$ cat src/rtl/pc_sequencer_if.sv
// Fetch-side bundle for pc_sequencer: memory read port, instruction handshake
// to the decoder, and the control/preset lines to the external program counter.
interface pc_sequencer_if #(
    parameter int WIDTH  = 8,
    parameter int IWIDTH = 16
);
    logic [WIDTH-1:0]  pc;
    logic [IWIDTH-1:0] mem_data;
    logic              mem_ready;
    logic              instr_ready;
    logic              jump_req;
    logic [WIDTH-1:0]  jump_addr;
    logic              mem_rd;
    logic [WIDTH-1:0]  fetch_addr;
    logic [IWIDTH-1:0] instr;
    logic              instr_valid;
    logic              pc_inc;
    logic              pc_load;
    logic [WIDTH-1:0]  pc_preset;

    modport master (
        input  pc, mem_data, mem_ready, instr_ready, jump_req, jump_addr,
        output mem_rd, fetch_addr, instr, instr_valid, pc_inc, pc_load, pc_preset
    );

    modport slave (
        output pc, mem_data, mem_ready, instr_ready, jump_req, jump_addr,
        input  mem_rd, fetch_addr, instr, instr_valid, pc_inc, pc_load, pc_preset
    );
endinterface

$ cat src/rtl/pc_sequencer.sv
// Instruction fetch sequencer: reads memory at the current pc, holds the word
// for the decoder, then pulses the external counter to increment or jump.
module pc_sequencer #(
    parameter int WIDTH   = 8,
    parameter int IWIDTH  = 16,
    parameter int TIMEOUT = 15
) (
    input  logic           clk_i,
    input  logic           reset_i,
    input  logic           run_i,
    output logic           fault_o,
    pc_sequencer_if.master bus
);
    typedef enum logic [1:0] {IDLE, FETCH, HOLD, ADVANCE} state_t;

    localparam int             CW        = $clog2(TIMEOUT + 1);
    localparam logic [CW-1:0]  WAIT_LAST = CW'(TIMEOUT - 1);

    state_t            state_q, state_d;
    logic [WIDTH-1:0]  fetch_addr_q, fetch_addr_d;
    logic [IWIDTH-1:0] instr_q, instr_d;
    logic              instr_valid_q, instr_valid_d;
    logic              mem_rd_q, mem_rd_d;
    logic              pc_inc_q, pc_inc_d;
    logic              jump_pending_q, jump_pending_d;
    logic [WIDTH-1:0]  pc_preset_q, pc_preset_d;
    logic              fault_q, fault_d;
    logic [CW-1:0]     wait_q, wait_d;
    logic              settle_q, settle_d;

    always_ff @(posedge clk_i or posedge reset_i) begin
        if (reset_i) state_q <= IDLE;
        else         state_q <= state_d;
    end

    always_comb begin
        state_d        = state_q;
        fetch_addr_d   = fetch_addr_q;
        instr_d        = instr_q;
        instr_valid_d  = instr_valid_q;
        mem_rd_d       = mem_rd_q;
        pc_inc_d       = 1'b0;
        jump_pending_d = jump_pending_q;
        pc_preset_d    = pc_preset_q;
        fault_d        = fault_q;
        wait_d         = wait_q;
        settle_d       = settle_q;
        case (state_q)
            IDLE: begin
                if (run_i && !fault_q) begin
                    state_d      = FETCH;
                    fetch_addr_d = bus.pc;
                    wait_d       = '0;
                    mem_rd_d     = 1'b1;
                    settle_d     = 1'b0;
                end
            end
            FETCH: begin
                // After an advance the counter has only just moved; give pc a
                // cycle to settle before sampling it and starting the read.
                if (settle_q) begin
                    settle_d     = 1'b0;
                    fetch_addr_d = bus.pc;
                    mem_rd_d     = 1'b1;
                    wait_d       = '0;
                end else if (bus.mem_ready) begin
                    instr_d       = bus.mem_data;
                    instr_valid_d = 1'b1;
                    mem_rd_d      = 1'b0;
                    state_d       = HOLD;
                end else if (wait_q == WAIT_LAST) begin
                    fault_d  = 1'b1;
                    mem_rd_d = 1'b0;
                    state_d  = IDLE;
                end else begin
                    wait_d = wait_q + CW'(1);
                end
            end
            HOLD: begin
                if (bus.instr_ready) begin
                    instr_valid_d  = 1'b0;
                    jump_pending_d = bus.jump_req;
                    pc_inc_d       = ~bus.jump_req;
                    if (bus.jump_req) pc_preset_d = bus.jump_addr;
                    state_d = ADVANCE;
                end
            end
            ADVANCE: begin
                jump_pending_d = 1'b0;
                if (run_i) begin
                    state_d  = FETCH;
                    settle_d = 1'b1;
                end else begin
                    state_d = IDLE;
                end
            end
            default: state_d = IDLE;
        endcase
    end

    always_ff @(posedge clk_i or posedge reset_i) begin
        if (reset_i) begin
            fetch_addr_q   <= '0;
            instr_q        <= '0;
            instr_valid_q  <= 1'b0;
            mem_rd_q       <= 1'b0;
            pc_inc_q       <= 1'b0;
            jump_pending_q <= 1'b0;
            pc_preset_q    <= '0;
            fault_q        <= 1'b0;
            wait_q         <= '0;
            settle_q       <= 1'b0;
        end else begin
            fetch_addr_q   <= fetch_addr_d;
            instr_q        <= instr_d;
            instr_valid_q  <= instr_valid_d;
            mem_rd_q       <= mem_rd_d;
            pc_inc_q       <= pc_inc_d;
            jump_pending_q <= jump_pending_d;
            pc_preset_q    <= pc_preset_d;
            fault_q        <= fault_d;
            wait_q         <= wait_d;
            settle_q       <= settle_d;
        end
    end

    // The pending-jump flag is high exactly during ADVANCE, so it doubles as the load pulse.
    assign bus.pc_load     = jump_pending_q;
    assign bus.pc_inc      = pc_inc_q;
    assign bus.mem_rd      = mem_rd_q;
    assign bus.fetch_addr  = fetch_addr_q;
    assign bus.instr       = instr_q;
    assign bus.instr_valid = instr_valid_q;
    assign bus.pc_preset   = pc_preset_q;
    assign fault_o         = fault_q;
endmodule

$ cat src/flat_wrapper.sv
// flat-port wrapper written by rule: the top's interface ports become plain ports
module pc_sequencer_flat 
#(
    parameter int WIDTH   = 8,
    parameter int IWIDTH  = 16,
    parameter int TIMEOUT = 15
)
  (clk_i, reset_i, run_i, fault_o, bus_pc, bus_mem_data, bus_mem_ready, bus_instr_ready, bus_jump_req, bus_jump_addr, bus_mem_rd, bus_fetch_addr, bus_instr, bus_instr_valid, bus_pc_inc, bus_pc_load, bus_pc_preset);
  pc_sequencer_if #(.WIDTH(WIDTH), .IWIDTH(IWIDTH)) bus_i ();
  input  logic clk_i;
  input  logic reset_i;
  input  logic run_i;
  output logic fault_o;
  input wire logic [$bits(bus_i.pc)-1:0] bus_pc;
  input wire logic [$bits(bus_i.mem_data)-1:0] bus_mem_data;
  input wire logic [$bits(bus_i.mem_ready)-1:0] bus_mem_ready;
  input wire logic [$bits(bus_i.instr_ready)-1:0] bus_instr_ready;
  input wire logic [$bits(bus_i.jump_req)-1:0] bus_jump_req;
  input wire logic [$bits(bus_i.jump_addr)-1:0] bus_jump_addr;
  output wire logic [$bits(bus_i.mem_rd)-1:0] bus_mem_rd;
  output wire logic [$bits(bus_i.fetch_addr)-1:0] bus_fetch_addr;
  output wire logic [$bits(bus_i.instr)-1:0] bus_instr;
  output wire logic [$bits(bus_i.instr_valid)-1:0] bus_instr_valid;
  output wire logic [$bits(bus_i.pc_inc)-1:0] bus_pc_inc;
  output wire logic [$bits(bus_i.pc_load)-1:0] bus_pc_load;
  output wire logic [$bits(bus_i.pc_preset)-1:0] bus_pc_preset;
  assign bus_i.pc = bus_pc;
  assign bus_i.mem_data = bus_mem_data;
  assign bus_i.mem_ready = bus_mem_ready;
  assign bus_i.instr_ready = bus_instr_ready;
  assign bus_i.jump_req = bus_jump_req;
  assign bus_i.jump_addr = bus_jump_addr;
  assign bus_mem_rd = bus_i.mem_rd;
  assign bus_fetch_addr = bus_i.fetch_addr;
  assign bus_instr = bus_i.instr;
  assign bus_instr_valid = bus_i.instr_valid;
  assign bus_pc_inc = bus_i.pc_inc;
  assign bus_pc_load = bus_i.pc_load;
  assign bus_pc_preset = bus_i.pc_preset;
  pc_sequencer #(.WIDTH(WIDTH), .IWIDTH(IWIDTH), .TIMEOUT(TIMEOUT)) u_core (.clk_i(clk_i), .reset_i(reset_i), .run_i(run_i), .fault_o(fault_o), .bus(bus_i));
endmodule
$ cat config.mk
export PLATFORM = sky130hd
export DESIGN_NAME = pc_sequencer_flat
export DESIGN_NICKNAME = d
export VERILOG_FILES = /design/src/rtl/pc_sequencer_if.sv /design/src/rtl/pc_sequencer.sv /design/src/flat_wrapper.sv
export SDC_FILE = /design/constraint.sdc
export NUM_CORES = 1
export LEC_CHECK = 0
export ABC_CLOCK_PERIOD_IN_PS = 1710
export CELL_PAD_IN_SITES_DETAIL_PLACEMENT = 1
export CELL_PAD_IN_SITES_GLOBAL_PLACEMENT = 1
export CORE_ASPECT_RATIO = 1.75
export CORE_MARGIN = 5
export CORE_UTILIZATION = 43
export CTS_BUF_LIST = sky130_fd_sc_hd__clkbuf_16
export CTS_CLUSTER_SIZE = 14
export DETAILED_ROUTE_END_ITERATION = 6
export DONT_BUFFER_PORTS = 1
export PLACE_DENSITY_LB_ADDON = 0.1
export SYNTH_ARGS = -nofsm -noshare
export SYNTH_HDL_FRONTEND = slang
export SYNTH_SLANG_ARGS = --single-unit
$ cat constraint.sdc
create_clock -name clk_i -period 1.71 [get_ports clk_i]
set_input_delay 0.171 -clock clk_i [delete_from_list [all_inputs] [get_ports clk_i]]
set_output_delay 0.171 -clock clk_i [all_outputs]
set_load 0.01 [all_outputs]
==> run summary, run 1 <==
Maximum number of pins on one net before global-route repair - 45
Post CTS Setup Buffer Count - 0
Data required, critical path - 1.87 ns
Top cells by count, synth - 44 x sky130_fd_sc_hd__dfrtp_1, 32 x sky130_fd_sc_hd__mux2_2, 6 x sky130_fd_sc_hd__inv_1
Count of flip-flops with a built-in enable after synthesis - 0
Top cells by area in the synthesized netlist - sky130_fd_sc_hd__dfrtp_1 60%, sky130_fd_sc_hd__mux2_2 20%, sky130_fd_sc_hd__mux4_1 1.4%, sky130_fd_sc_hd__ha_1 1.4%, sky130_fd_sc_hd__inv_1 1.2%
Power Dens Cells - 2010 nW/um^2
Antenna diode count - 0
Most frequently used cell type in the post-synthesis netlist - sky130_fd_sc_hd__dfrtp_1
Clock latency at the later pin of the worst-skew pair - 0.28 ns
Setup crit end kind - register
Final clock period utilization by the worst path - 95.7%
Number of pins with negative max-slew slack in the final report - 0
Mean number of vias per cell - 5.72
Yosys top cell by area - sky130_fd_sc_hd__dfrtp_1
Avg WL per Cell - 21.6 microns
Net total in the final layout - 184
H-Tree Depth - 2
Worst reg2reg path startpoint - u_core.fault_o
Class of the most critical setup path - register to register
Type of element launching the critical path - register
Library cells used by synthesis - 33
Estimated wirelength of the detail-placed design - 3.02 mm
Transition time at the pin with the least slew margin - 0.537 ns
Sink count of the clock tree - 44
Global placer's final weighted congestion - 0.687
Result of the run - completed
Min Tclk post-route - 1.64 ns
GR Util All Layers - 15.9%
Register bit total from synthesis - 44
Setup slack, reg-to-reg - 0.07 ns
Proportion of netlist area held by the largest area contributor - 59.8%
Post-synthesis net count - 169
Largest fanout on the critical path - 10
Proportion of layout cells with a drive suffix above 1 - 38.6%
X dimension of the die - 59.5 microns
Hold Path Sink - u_core.bus.pc_preset[1]
Setup Viol. Count Final - 0
Pleak - 0.943 nW
Sum of routed wire length over all layers - 4.19 mm
Top-level port count - 75
Synth async-reset ratio - 100%
Number of standard cells after synthesis - 129
Die height - 96.5 microns
Netlist Area Pre-Place - 1840 sq um
Part of the Yosys area used for sequential elements - 59.8%
Avg Cell Area, Syn - 14.3 sq um
Utilization of the core after routing - 53.0%
Number of global-route vias before repair - 1385
Number of filler cells placed in the layout - 394
Highest clock frequency the design can meet - 611 MHz
Detailed router's first-iteration violation count - 31
Maximum root-to-sink buffer count - 2
Initial cell density of the core - 44.3%
Worst reg2reg endpoint - u_core.bus.fetch_addr[0]
Predominant post-synthesis flop cell - sky130_fd_sc_hd__dfrtp_1
Number of buffer cells added on primary ports - 0
DR vias - 1110
Maximum VDD drop - 0.00137 V
Core ar. - 4150 sq um
Core Rows - 31
Number of cells on the worst reg-to-reg path - 3
First-pass GRT wire length - 6.87 mm
RSZ-0062 raised after global routing - no
Total power of the final layout - 4.43 mW
DIE AREA - 5740 sq um
Fin Clk Skew - 0.00722 ns
Num CTS Buffers - 5
TritonCTS clock tree - built
Total DRC errors in the routed layout - 0
Post-CTS clock slew at the launch and capture registers of the worst setup and hold paths - 0.06 ns
YS warnings - 0
Count of final hold-check violations - 0
Antenna Violating Nets Remaining - 0
Setup TNS - 0 ns
Max-capacitance violation count - 0
Slew Limit Headroom - 64.2%
Clock root buffer - sky130_fd_sc_hd__clkbuf_16
Worst Hold Launch - bus_jump_addr[1]
Worst Path Arrival - 1.80 ns
Number of detailed-routing iterations run before antenna repair - 4
Antenna violations before repair - 0
Cells on Worst Hold Path - 1
Synthesis-to-layout area growth - 19.5%
GRT Residual Overflow - 0
Tightest Hold Check Type - input port to register
-- area by class of cell --
cell class	count	area (sq um)	area share, %
clock buffer	5	125	5.69
clock inverter	3	38.8	1.76
timing repair buffer	12	110	5.01
tap	49	61.3	2.79
inverter	6	22.5	1.02
multi-input combinational	75	741	33.7
sequential	44	1100	50.1
-- power by group --
group	internal [mW]	leakage (nW)	switching, mW
logic	0.703	0.327	0.527
clock network	0.680	0.0850	0.371
registers	1.55	0.530	0.599
-- worst max-delay path by stage --
stage | depth (start not counted) | startpoint | to
global placement | 5 | u_core.wait_q[0] | u_core.state_q[0]
floorplan | 5 | u_core.wait_q[0] | u_core.state_q[0]
detailed placement | 5 | u_core.wait_q[0] | u_core.state_q[0]
global route | 3 | u_core.fault_o | u_core.bus.fetch_addr[4]
CTS | 5 | u_core.wait_q[0] | u_core.state_q[0]
finish | 3 | u_core.fault_o | u_core.bus.fetch_addr[0]
-- logic make-up after synthesis --
logic type               after synthesis  share of synthesized area (%)
AO/OA/AOI/OAI                         19                           7.61
adder cells (fa/ha/maj)                2                           1.36
buffers and inverters                 10                           2.58
flip-flops                            44                           59.8
multiplexers                          33                           21.0
AND/OR/NAND/NOR                       21                           7.61
-- worst max-delay path: stages (launching register included) --
cell and delay, ns:
sky130_fd_sc_hd__dfrtp_1 0.38, sky130_fd_sc_hd__or3b_4 0.41, sky130_fd_sc_hd__a21oi_4 0.33, sky130_fd_sc_hd__mux2_2 0.39
-- placed cells by master, fill, tap and decap left out, types with 2 or more instances in the layout --
master and n:
sky130_fd_sc_hd__clkbuf_16 5, sky130_fd_sc_hd__a21o_1 2, sky130_fd_sc_hd__nand4_1 2, sky130_fd_sc_hd__dfrtp_1 44
sky130_fd_sc_hd__nor2_1 2, sky130_fd_sc_hd__dlygate4sd3_1 3, sky130_fd_sc_hd__buf_4 8, sky130_fd_sc_hd__nand3_1 2
sky130_fd_sc_hd__nand2b_1 2, sky130_fd_sc_hd__inv_1 5, sky130_fd_sc_hd__mux2_2 32, sky130_fd_sc_hd__nor2b_1 2
sky130_fd_sc_hd__a31oi_1 2, sky130_fd_sc_hd__o21ai_0 2, sky130_fd_sc_hd__nand2_1 3, sky130_fd_sc_hd__a21oi_1 4
-- routing by layer --
metal	wire, microns	vias up	part of all wire, %	track usage, %
li1	-	492	-	-
met1	1440	567	34	16.7
met2	2380	44	57	28.6
met3	295	7	7.0	5.05
met4	83	0	2.0	6.43
met5	0	-	0	0
-- sequential cells by signal (all words and copies together) (netlist names), named ones only --
register and cells:
u_core.bus.instr_valid 1, u_core.bus.fetch_addr 8, u_core.bus.pc_load 1, u_core.state_q 1, u_core.settle_q 1, u_core.bus.mem_rd 1, u_core.wait_q 4, u_core.bus.instr 16
u_core.bus.pc_preset 8, u_core.fault_o 1, u_core.bus.pc_inc 1
-- per-stage QoR --
| stage | cell area, sq um | hold slack [ns] | setup slack (ns) | instances |
|---|---|---|---|---|
| after floorplan | 1840 | 0.237 | 0.0589 | 129 |
| after global placement | 1970 | 0.213 | 0.0843 | 183 |
| after detailed placement | 1970 | 0.236 | 0.0166 | 183 |
| after CTS | 2170 | 0.0326 | 0.0127 | 194 |
| after global routing | 2200 | 0.0292 | 0.00775 | 194 |
| final | 2200 | 0.0368 | 0.0738 | 194 |
-- what timing repair did --
item                                    CTS  global route
endpoints found under the setup margin    1             2
hold buffers                              3             0
hold endpoints to repair                 46             0
pin swaps                                 0             0
gates resized for setup                   2             4
No activity file was read; power rests on OpenSTA's default activity.
==> inputs of run 2 (changes only) <==
--- a/config.mk
+++ b/config.mk
@@ -5,7 +5,6 @@
 export SDC_FILE = /design/constraint.sdc
 export NUM_CORES = 1
 export LEC_CHECK = 0
-export ABC_CLOCK_PERIOD_IN_PS = 1710
 export CELL_PAD_IN_SITES_DETAIL_PLACEMENT = 1
 export CELL_PAD_IN_SITES_GLOBAL_PLACEMENT = 1
 export CORE_ASPECT_RATIO = 1.75
@@ -16,6 +15,8 @@
 export DETAILED_ROUTE_END_ITERATION = 6
 export DONT_BUFFER_PORTS = 1
 export PLACE_DENSITY_LB_ADDON = 0.1
+export SETUP_SLACK_MARGIN = 0.2
+export SLEW_MARGIN = 20
 export SYNTH_ARGS = -nofsm -noshare
 export SYNTH_HDL_FRONTEND = slang
 export SYNTH_SLANG_ARGS = --single-unit
==> run summary, run 2 (synthesized netlist as in run 1, its figures left out) <==
Result of the run - completed
Clock root buffer - sky130_fd_sc_hd__clkbuf_16
Antenna diode count - 0 (unchanged)
DR vias - 1181 (+6.4%)
Comb pwr share - 35.9% (+8.1 points)
Number of buffer cells added on primary ports - 0 (unchanged)
Maximum root-to-sink buffer count - 2 (unchanged)
WHS - 0.0382 ns (+0.00140 ns)
Worst reg2reg endpoint - u_core.state_q[0]
Sink count of the clock tree - 44 (unchanged)
Transition time at the pin with the least slew margin - 0.779 ns (+0.242 ns)
Number of pins with negative max-slew slack in the final report - 0 (unchanged)
Initial cell density of the core - 44.3% (unchanged)
Antenna Violating Nets Remaining - 0 (unchanged)
Sum of routed wire length over all layers - 4.72 mm (+13%)
Number of detailed-routing iterations run before antenna repair - 4 (unchanged)
Slew Limit Headroom - 47.7% (-16 points)
DIE AREA - 5740 sq um (unchanged)
Max-capacitance violation count - 0 (unchanged)
X dimension of the die - 59.5 microns (unchanged)
Largest fanout on the critical path - 3 (-7)
Count of final hold-check violations - 0 (unchanged)
Sequential group share of total power - 45.6% (-2.9 points)
Worst Path Arrival - 1.72 ns (-0.08 ns)
Synthesis-to-layout area growth - 30.5%
Core ar. - 4150 sq um (unchanged)
Most frequent standard cell in the layout excluding fill and tap cells - sky130_fd_sc_hd__dfrtp_1
Setup Viol. Count Final - 0 (unchanged)
Estimated wirelength of the detail-placed design - 2.96 mm (-1.9%)
Net total in the final layout - 196 (+6.5%)
Launching element of the worst setup path - u_core.wait_q[0]
Setup TNS - 0 ns (unchanged)
Avg WL per Cell - 23.0 microns (+6.5%)
Maximum VDD drop - 0.00140 V (+2.1%)
Highest clock frequency the design can meet - 636 MHz (+4.1%)
Commonest cells after routing, fill and taps aside - 43 x sky130_fd_sc_hd__dfrtp_1, 22 x sky130_fd_sc_hd__mux2_4, 14 x sky130_fd_sc_hd__buf_4
GR Util All Layers - 15.8% (-0.15 points)
Post-CTS clock slew at the launch and capture registers of the worst setup and hold paths - 0.06 ns (about the same)
Number of global-route vias before repair - 1329 (-4.0%)
Total DRC errors in the routed layout - 0 (unchanged)
Switching power as a share of total power - 33.6% (-0.20 points)
Core Rows - 31 (unchanged)
Data required, critical path - 1.86 ns (about the same)
Net switching power of the design - 1.59 mW (+6.1%)
Number of filler cells placed in the layout - 389 (-1.3%)
Pint - 3.14 mW (+7.1%)
TritonCTS clock tree - built
Setup slack, reg-to-reg - 0.14 ns (+0.06 ns)
Type of element launching the critical path - register
Power Dens Cells - 1970 nW/um^2 (-2.2%)
Critical path endpoint - u_core.state_q[0]
RSZ-0062 raised after global routing - yes
Final clock period utilization by the worst path - 91.9% (-3.8 points)
Cells on Worst Hold Path - 1 (unchanged)
Setup crit end kind - register
Die height - 96.5 microns (unchanged)
First-pass GRT wire length - 6.86 mm (-0.20%)
Proportion of layout cells with a drive suffix above 1 - 44.9% (+6.3 points)
Min Tclk post-route - 1.57 ns (-0.0642 ns)
Tightest Hold Check Type - input port to register
Number of flip-flops under the largest register name - 16 (unchanged)
Maximum number of pins on one net before global-route repair - 25 (-44%)
Fin Clk Skew - 0.00297 ns (-0.00425 ns)
Portion of total power attributed to the clock network - 18.5% (-5.2 points)
GRT Residual Overflow - 0 (unchanged)
Worst reg2reg path startpoint - u_core.wait_q[0]
Antenna violations before repair - 0 (unchanged)
Number of cells on the worst reg-to-reg path - 5 (+2)
H-Tree Depth - 2 (unchanged)
Pleak - 1.08 nW (+15%)
Global placer's final weighted congestion - 0.767 (+12%)
Class of the most critical setup path - register to register
Top-level port count - 75 (unchanged)
Mean number of vias per cell - 5.76 (+0.69%)
Clock latency at the later pin of the worst-skew pair - 0.28 ns (about the same)
Detailed router's first-iteration violation count - 41 (+32%)
Num CTS Buffers - 5 (unchanged)
## run 2: cell count changes in the layout (fill, tap and decap cells not counted), moves of 2 or more
cell / previous run / this run
sky130_fd_sc_hd__mux2_2: 32 / 10
sky130_fd_sc_hd__buf_4: 8 / 14
sky130_fd_sc_hd__buf_6: 0 / 3
sky130_fd_sc_hd__mux2_4: 0 / 22
sky130_fd_sc_hd__clkbuf_16: 5 / 7
## run 2: final cells by class
| type | instances | area, sq um | area share [%] |
|---|---|---|---|
| timing repair buffer | 24 | 259 | 10.8 |
| sequential | 44 | 1100 | 45.9 |
| clock buffer | 5 | 125 | 5.21 |
| clock inverter | 2 | 8.76 | 0.365 |
| multi-input combinational | 75 | 822 | 34.2 |
| inverter | 6 | 22.5 | 0.938 |
| tap | 49 | 61.3 | 2.55 |
## run 2: routing by layer
layer  up-vias  track usage (%)  share of wire, %
met3        10             6.25               6.8
met2        45             28.0                57
li1        518                -                 -
met4         0             5.10               2.7
met1       608             16.6                34
met5         -                0                 0
## run 2: critical path, cell delays in order, from the launching register on
cell and delay, ns:
sky130_fd_sc_hd__dfrtp_1 0.39, sky130_fd_sc_hd__inv_2 0.09, sky130_fd_sc_hd__ha_4 0.16, sky130_fd_sc_hd__a31oi_4 0.10, sky130_fd_sc_hd__or2_4 0.24, sky130_fd_sc_hd__mux4_2 0.45
## run 2: per-stage QoR
stage | setup slack [ns] | area (sq um) | instances | total power, mW | utilization [%]
global placement | 0.137 | 2000 | 183 | 3.29 | 48.2
detailed placement | 0.0674 | 2000 | 183 | 3.37 | 48.2
floorplan | 0.110 | 1860 | 129 | 2.95 | -
CTS | 0.0941 | 2230 | 196 | 4.41 | 53.7
global route | 0.115 | 2400 | 205 | 5.02 | 57.9
finish | 0.138 | 2400 | 205 | 4.72 | 57.9
## run 2: power groups by stage
stage               registers [mW]  clock network (mW)  logic (mW)
floorplan                     2.03                   0       0.917
global placement              2.15                   0        1.14
detailed placement            2.17                   0        1.20
CTS                           2.15               0.899        1.35
global route                  2.23               0.946        1.85
finish                        2.15               0.873        1.70
## run 2: worst min-delay path by stage
stage                                 from                      end  slack (ns)
after floorplan               bus_jump_req        u_core.bus.pc_inc        0.24
after global placement             reset_i      u_core.bus.instr[3]        0.12
after detailed placement           reset_i      u_core.bus.instr[3]        0.13
after CTS                 bus_jump_addr[7]  u_core.bus.pc_preset[7]        0.04
after global routing       bus_mem_data[0]      u_core.bus.instr[0]        0.03
final                      bus_mem_data[7]      u_core.bus.instr[7]        0.04
## run 2: timing repair
item,CTS,global route
endpoints found under the setup margin,17,26
buffers inserted,3,7
hold endpoints to repair,22,0
pin swaps,1,2
cloned,0,2
hold buffers,3,0
gates resized for setup,9,20
